--- config.mk ---
export PLATFORM = sky130hd
export DESIGN_NAME = fft_spi_cmd_ctrl
export DESIGN_NICKNAME = d
export VERILOG_FILES = /design/src/rtl/fft_spi_cmd_ctrl_pkg.sv /design/src/rtl/fft_spi_cmd_ctrl.sv
export SDC_FILE = /design/constraint.sdc
export NUM_CORES = 1
export LEC_CHECK = 0
export CAP_MARGIN = 20
export CORE_MARGIN = 2
export CORE_UTILIZATION = 51
export CTS_CLUSTER_SIZE = 40
export DETAILED_ROUTE_END_ITERATION = 10
export PLACE_DENSITY = 0.88
export RECOVER_POWER = 50
export SLEW_MARGIN = 30
export SYNTH_ARGS = -nofsm -noshare
export SYNTH_HDL_FRONTEND = slang
export SYNTH_SLANG_ARGS = --single-unit
--- constraint.sdc ---
create_clock -name clk -period 2.4 [get_ports clk]
set_clock_uncertainty 0.1 [all_clocks]
set_input_delay 0.6 -clock clk [delete_from_list [all_inputs] [get_ports clk]]
set_output_delay 0.6 -clock clk [all_outputs]
set_load 0.01 [all_outputs]
--- src/rtl/fft_spi_cmd_ctrl_pkg.sv ---
// Shared opcodes, FSM state type and status-byte layout for fft_spi_cmd_ctrl.
package fft_ctrl_pkg;

  localparam logic [7:0] CMD_LOAD   = 8'h01;
  localparam logic [7:0] CMD_START  = 8'h02;
  localparam logic [7:0] CMD_READ   = 8'h03;
  localparam logic [7:0] CMD_STATUS = 8'h04;

  typedef enum logic [2:0] {
    IDLE,
    LD_HI,
    LD_LO,
    RD_ADDR,
    RD_HI,
    RD_WAIT,
    RD_LO,
    DISCARD
  } state_t;

  localparam int unsigned STS_BUSY_BIT = 0;
  localparam int unsigned STS_DONE_BIT = 1;
  localparam int unsigned STS_ERR_BIT  = 2;

  function automatic logic [7:0] status_byte(input logic err, input logic done,
                                             input logic busy);
    logic [7:0] s;
    s               = '0;
    s[STS_ERR_BIT]  = err;
    s[STS_DONE_BIT] = done;
    s[STS_BUSY_BIT] = busy;
    return s;
  endfunction

endpackage

--- src/rtl/fft_spi_cmd_ctrl.sv ---
// SPI command sequencer: LOAD/START/READ/STATUS between the SPI byte slave and the FFT core.
// Optional FFTCTRL_IRQ_EN: registered irq = done_sticky | err; tied 0 otherwise.
module fft_spi_cmd_ctrl
  import fft_ctrl_pkg::*;
#(
  parameter int unsigned ADDR_W   = 6,
  parameter int unsigned SAMPLE_W = 16
) (
  input  logic                clk,
  input  logic                reset,
  input  logic                slave_sel,
  input  logic                rx_valid,
  input  logic [7:0]          rx_data,
  output logic [7:0]          tx_data,
  output logic                tx_load,
  input  logic                tx_done,
  output logic                buf_we,
  output logic [ADDR_W-1:0]   buf_addr,
  output logic [SAMPLE_W-1:0] buf_wdata,
  input  logic [SAMPLE_W-1:0] buf_rdata,
  output logic                fft_start,
  input  logic                fft_busy,
  input  logic                fft_done,
  output logic                irq
);

  state_t            state;
  logic [ADDR_W-1:0] addr;
  logic [7:0]        hi_q;
  logic [7:0]        lo_q;
  logic              err;
  logic              done_sticky;

  logic cmd_valid;
  logic err_set;
  logic sts_rd;
  logic start_ok;
  logic err_n;
  logic done_n;

  // Flag updates are decoded here so the optional irq register sees the same next values.
  always_comb begin
    cmd_valid = (state == IDLE) && rx_valid && !slave_sel;
    err_set   = 1'b0;
    sts_rd    = 1'b0;
    start_ok  = 1'b0;
    if (cmd_valid) begin
      case (rx_data)
        CMD_LOAD, CMD_READ: err_set = fft_busy;
        CMD_START: begin
          err_set  = fft_busy;
          start_ok = !fft_busy;
        end
        CMD_STATUS: sts_rd = 1'b1;
        default:    err_set = 1'b1;
      endcase
    end
    err_n  = err_set ? 1'b1 : (sts_rd ? 1'b0 : err);
    done_n = fft_done ? 1'b1 : ((sts_rd || start_ok) ? 1'b0 : done_sticky);
  end

  always_ff @(posedge clk) begin
    if (reset) begin
      state       <= IDLE;
      addr        <= '0;
      hi_q        <= '0;
      lo_q        <= '0;
      err         <= 1'b0;
      done_sticky <= 1'b0;
      tx_data     <= '0;
      tx_load     <= 1'b0;
      buf_we      <= 1'b0;
      buf_addr    <= '0;
      buf_wdata   <= '0;
      fft_start   <= 1'b0;
    end else begin
      err         <= err_n;
      done_sticky <= done_n;
      tx_load     <= 1'b0;
      buf_we      <= 1'b0;
      fft_start   <= 1'b0;
      if (slave_sel) begin
        state <= IDLE;
        addr  <= '0;
        hi_q  <= '0;
      end else begin
        case (state)
          IDLE: begin
            if (rx_valid) begin
              case (rx_data)
                CMD_LOAD: begin
                  addr  <= '0;
                  state <= fft_busy ? DISCARD : LD_HI;
                end
                CMD_START: fft_start <= start_ok;
                CMD_READ: begin
                  addr     <= '0;
                  buf_addr <= '0;
                  state    <= fft_busy ? DISCARD : RD_ADDR;
                end
                CMD_STATUS: begin
                  tx_data <= status_byte(err, done_sticky, fft_busy);
                  tx_load <= 1'b1;
                end
                default: ;
              endcase
            end
          end
          LD_HI: begin
            if (rx_valid) begin
              hi_q  <= rx_data;
              state <= LD_LO;
            end
          end
          LD_LO: begin
            if (rx_valid) begin
              buf_we    <= 1'b1;
              buf_wdata <= {hi_q, rx_data};
              buf_addr  <= addr;
              addr      <= addr + ADDR_W'(1);
              state     <= (addr == '1) ? IDLE : LD_HI;
            end
          end
          RD_ADDR: state <= RD_HI;
          RD_HI: begin
            // Both bytes are captured now; the RAM may be rewritten before the low byte goes out.
            tx_data <= buf_rdata[15:8];
            lo_q    <= buf_rdata[7:0];
            tx_load <= 1'b1;
            state   <= RD_WAIT;
          end
          RD_WAIT: begin
            if (tx_done) begin
              tx_data <= lo_q;
              tx_load <= 1'b1;
              state   <= RD_LO;
            end
          end
          RD_LO: begin
            if (tx_done) begin
              if (addr == '1) begin
                addr  <= '0;
                state <= IDLE;
              end else begin
                addr     <= addr + ADDR_W'(1);
                buf_addr <= addr + ADDR_W'(1);
                state    <= RD_ADDR;
              end
            end
          end
          DISCARD: ;
          default: state <= IDLE;
        endcase
      end
    end
  end

`ifdef FFTCTRL_IRQ_EN
  always_ff @(posedge clk) begin
    if (reset) irq <= 1'b0;
    else       irq <= done_n | err_n;
  end
`else
  assign irq = 1'b0;
`endif

endmodule

==> qor.tcl <==
set qor(multi_input_comb_area_um2) 1650
set qor(ioPinCount) 65
set qor(grt_remaining_overflow) 0
set qor(drt-total-wl_um) 7560
set qor(cts_buffers) 9
set qor(layout_worst_path_cycle_share_pct) 91.2
set qor(pd_cells_nw_per_um2) 531
set qor(crit_path_max_fanout) 8
set qor(timing.hold.worst_endpoint) {buf_wdata[5]}
set qor(synthesis.instances) 355
set qor(number_of_h_tree_levels) 3
set qor(drt_pre_antenna_iters) 5
set qor(cells_on_worst_reg2reg_path) 4
set qor(detail_route.drc_violations) 0
set qor(slew-limit-headroom_pct) 57.8
set qor(synth_nets) 387
set qor(first_iter_violations) 356
set qor(synth_compound_gate_area_share_pct) 20.1
set qor(power_frac_seq_pct) 47.2
set qor(netlist_area_um2) 3040
set qor(worst_hold_path_type) {reg -> reg}
set qor(ys_dominant_reg_cell) {sky130_fd_sc_hd__dfxtp_1}
set qor(dpl.hpwl_um) 5320
set qor(design_area_um2) 3990
set qor(port_buffers) 63
set qor(cts_tree) {yes}
set qor(synthToLayoutAreaGrowth_pct) 31.5
set qor(global_route.usage.total_pct) 24.4
set qor(syn_area_per_cell_um2) 8.55
set qor(post-route-min-period_ns) 2.19
set qor(yosys.cell_types.count) 61
set qor(grt_first_pass_wirelength_um) 12400
set qor(hold_bufs_inserted_after_cts) 0
set qor(routed_via_density) 5.78
set qor(ir_drop_mv) 0.382
set qor(hold_viol) 0
set qor(report.final.setup_viol) 0
set qor(post_route_cells_drive_above_1_share_pct) 13.3
set qor(internal-power_mw) 1.66
set qor(clkSinkCount) 60
set qor(power.switching_mw) 0.459
set qor(swShare_pct) 21.6
set qor(n_antenna_cell) 0
set qor(run_status) {finished, final reports clean}
set qor(hold_path_startpoint) {buf_wdata[5]}
set qor(synthMuxAreaShare_pct) 7.83
set qor(die-width_um) 81.2
set qor(die_outline_area_um2) 6590
set qor(min_path_cells) 2
set qor(setup_slack_ns) 0.210
set qor(synth_xor_xnor_area_share_pct) 1.15
set qor(synth_adder_area_share_pct) 0.412
set qor(synthesized_area_fraction_occupied_by_and_or_nand_nor_cells_pct) 25.2
set qor(placementRows) 28
set qor(ys_async_sr_fraction_pct) 0
set qor(comb_power_share_pct) 6.9
set qor(most_frequent_standard_cell_in_the_layout_excluding_fill_and_tap_cells) {sky130_fd_sc_hd__dfxtp_1}
set qor(routed_wire_length_per_instance_um) 15.0
set qor(leakagePower_nw) 1.49
set qor(endpoint_kind) {register}
set qor(arrival_time_worst_endpoint_ns) 2.31
set qor(crit_reg_reg_endpoint) {buf_addr[0]}
set qor(floorplan.core_area_um2) 5850
set qor(setup.reg_to_reg.worst_slack_ns) 0.35
set qor(yosysWarnings) 0
set qor(timing.rr.start) {state[1]}
set qor(slew_violations) 0
set qor(antenna_found_initial) 0
set qor(transition_time_at_the_pin_with_the_least_slew_margin_ns) 0.632
set qor(post_cts_buffers) 0
set qor(final_cell_mix) {60 x sky130_fd_sc_hd__dfxtp_1, 57 x sky130_fd_sc_hd__nand2_1, 40 x sky130_fd_sc_hd__a21oi_1}
set qor(synth_top_family_by_area) {simple AND/OR/NAND/NOR gates}
set qor(power_frac_clock_pct) 45.9
set qor(start_util_pct) 51.9
set qor(area.sequential_um2) 1200
set qor(design.final.nets) 456
set qor(number_of_synthesized_flops_with_an_enable_pin) 0
set qor(rsz0062_at_grt) {false}
set qor(placedInstanceArea_um2) 3790
set qor(gpl.final_weighted_congestion) 0.910
set qor(clock.fmax_mhz) 457
set qor(vias) 2912
set qor(final.fill_count) 467
set qor(dpl_worst_slack_ns) -0.0625
set qor(drt.antenna.violating_nets) 0
set qor(max-clock-path-buffers) 2
set qor(clk_root_buffer_cell) {sky130_fd_sc_hd__clkbuf_8}
set qor(fp.dieH_um) 81.2
set qor(grt_pass1_vias) 2686
set qor(cts_resized) 0
set qor(ys_seq_elements) 60
set qor(crit_path_start_kind) {input port}
set qor(critPathKind) {in -> reg}
set qor(cap_violations) 0
set qor(report.power.total_mw) 2.12
set qor(clk_pin_slew_ns) 0.07
set qor(synth_seq_area_share_pct) 39.6
set qor(worst_skew_pair_latency_ns) 0.34
set qor(worst_path_required_ns) 2.52
set qor(grt_max_degree) 50
## per-stage QoR
step | std cells | hold WS, ns | util [%] | setup TNS [ns]
after floorplan | 355 | 0.331 | - | 0
after global placement | 488 | 0.339 | 64.9 | 0
after detailed placement | 488 | 0.346 | 64.9 | -0.0965
after CTS | 504 | 0.355 | 68.4 | 0
after global routing | 504 | 0.377 | 68.2 | 0
final | 504 | 0.352 | 68.2 | 0
## how the worst max path moves through the flow
stage / slack, ns / to / start
floorplan: 0.54 / buf_wdata[15] / rx_valid
global placement: 0.05 / addr[2] / rx_data[2]
detailed placement: -0.06 / addr[3] / rx_data[2]
CTS: 0.31 / addr[3] / rx_data[0]
global route: 0.10 / addr[3] / rx_data[7]
finish: 0.21 / hi_q[7] / rx_valid
## worst max-delay path: stages
cell	delay, ns
sky130_fd_sc_hd__dlygate4sd3_1	0.69
sky130_fd_sc_hd__nand2b_2	0.16
sky130_fd_sc_hd__nor2_2	0.52
sky130_fd_sc_hd__mux2i_1	0.28
sky130_fd_sc_hd__nor2_1	0.06
## flip-flops by register name, indices dropped and copies added (netlist names)
register     cells
tx_load          1
buf_we           1
fft_start        1
hi_q             8
err              1
buf_wdata       16
state            3
buf_addr         6
done_sticky      1
tx_data          8
lo_q             8
addr             6
## power groups by stage
stage | clock network [mW] | logic [mW] | registers (mW)
2_1_floorplan | 0 | 0.0583 | 1.02
3_3_place_gp | 0 | 0.144 | 1.02
3_5_place_dp | 0 | 0.147 | 1.02
6_report | 0.973 | 0.146 | 1.00
5_1_grt | 1.04 | 0.157 | 1.00
4_1_cts | 0.991 | 0.148 | 1.00
## cells in the mapped netlist (all sizes together) (3+ instances only)
cell type,n,area share [%]
a31oi,3,0.82
clkbuf,9,1.1
o31ai,3,0.74
buf,19,3.9
nor3,6,1.7
o21ai,12,2.0
a21oi,40,6.6
or3,4,0.82
xnor2,3,0.87
o41ai,5,1.9
a211o,3,0.87
a211oi,3,0.74
inv,5,0.62
nand2b,11,2.3
nand4,11,2.3
nor2b,8,1.6
and3,5,1.2
mux2,6,2.2
dfxtp,60,40
nor2,24,3.2
mux2i,17,5.6
nand2,58,7.4
nand3,10,1.6
## routing by layer
layer / vias to the layer above / GRT usage, % / part of all wire [%]
met2: 114 / 39.0 / 49
li1: 1400 / - / -
met3: 8 / 6.11 / 6.2
met1: 1390 / 31.8 / 43
met5: - / 0 / 0
met4: 0 / 8.81 / 1.0
## kinds of logic after synthesis
group / count (synthesis)
compound gates: 87
buf+inv: 33
other cells: 1
simple gates: 146
mux: 23
flops: 60
xor+xnor: 4
fa+ha+maj: 1
## layout make-up
class | instances | share of cell area, %
sequential | 60 | 30.1
multi-input combinational | 262 | 41.4
timing repair buffer | 86 | 20.4
inverter | 5 | 0.470
tap | 75 | 2.35
clock inverter | 4 | 1.85
clock buffer | 12 | 3.38
No activity file was read; power rests on OpenSTA's default activity.
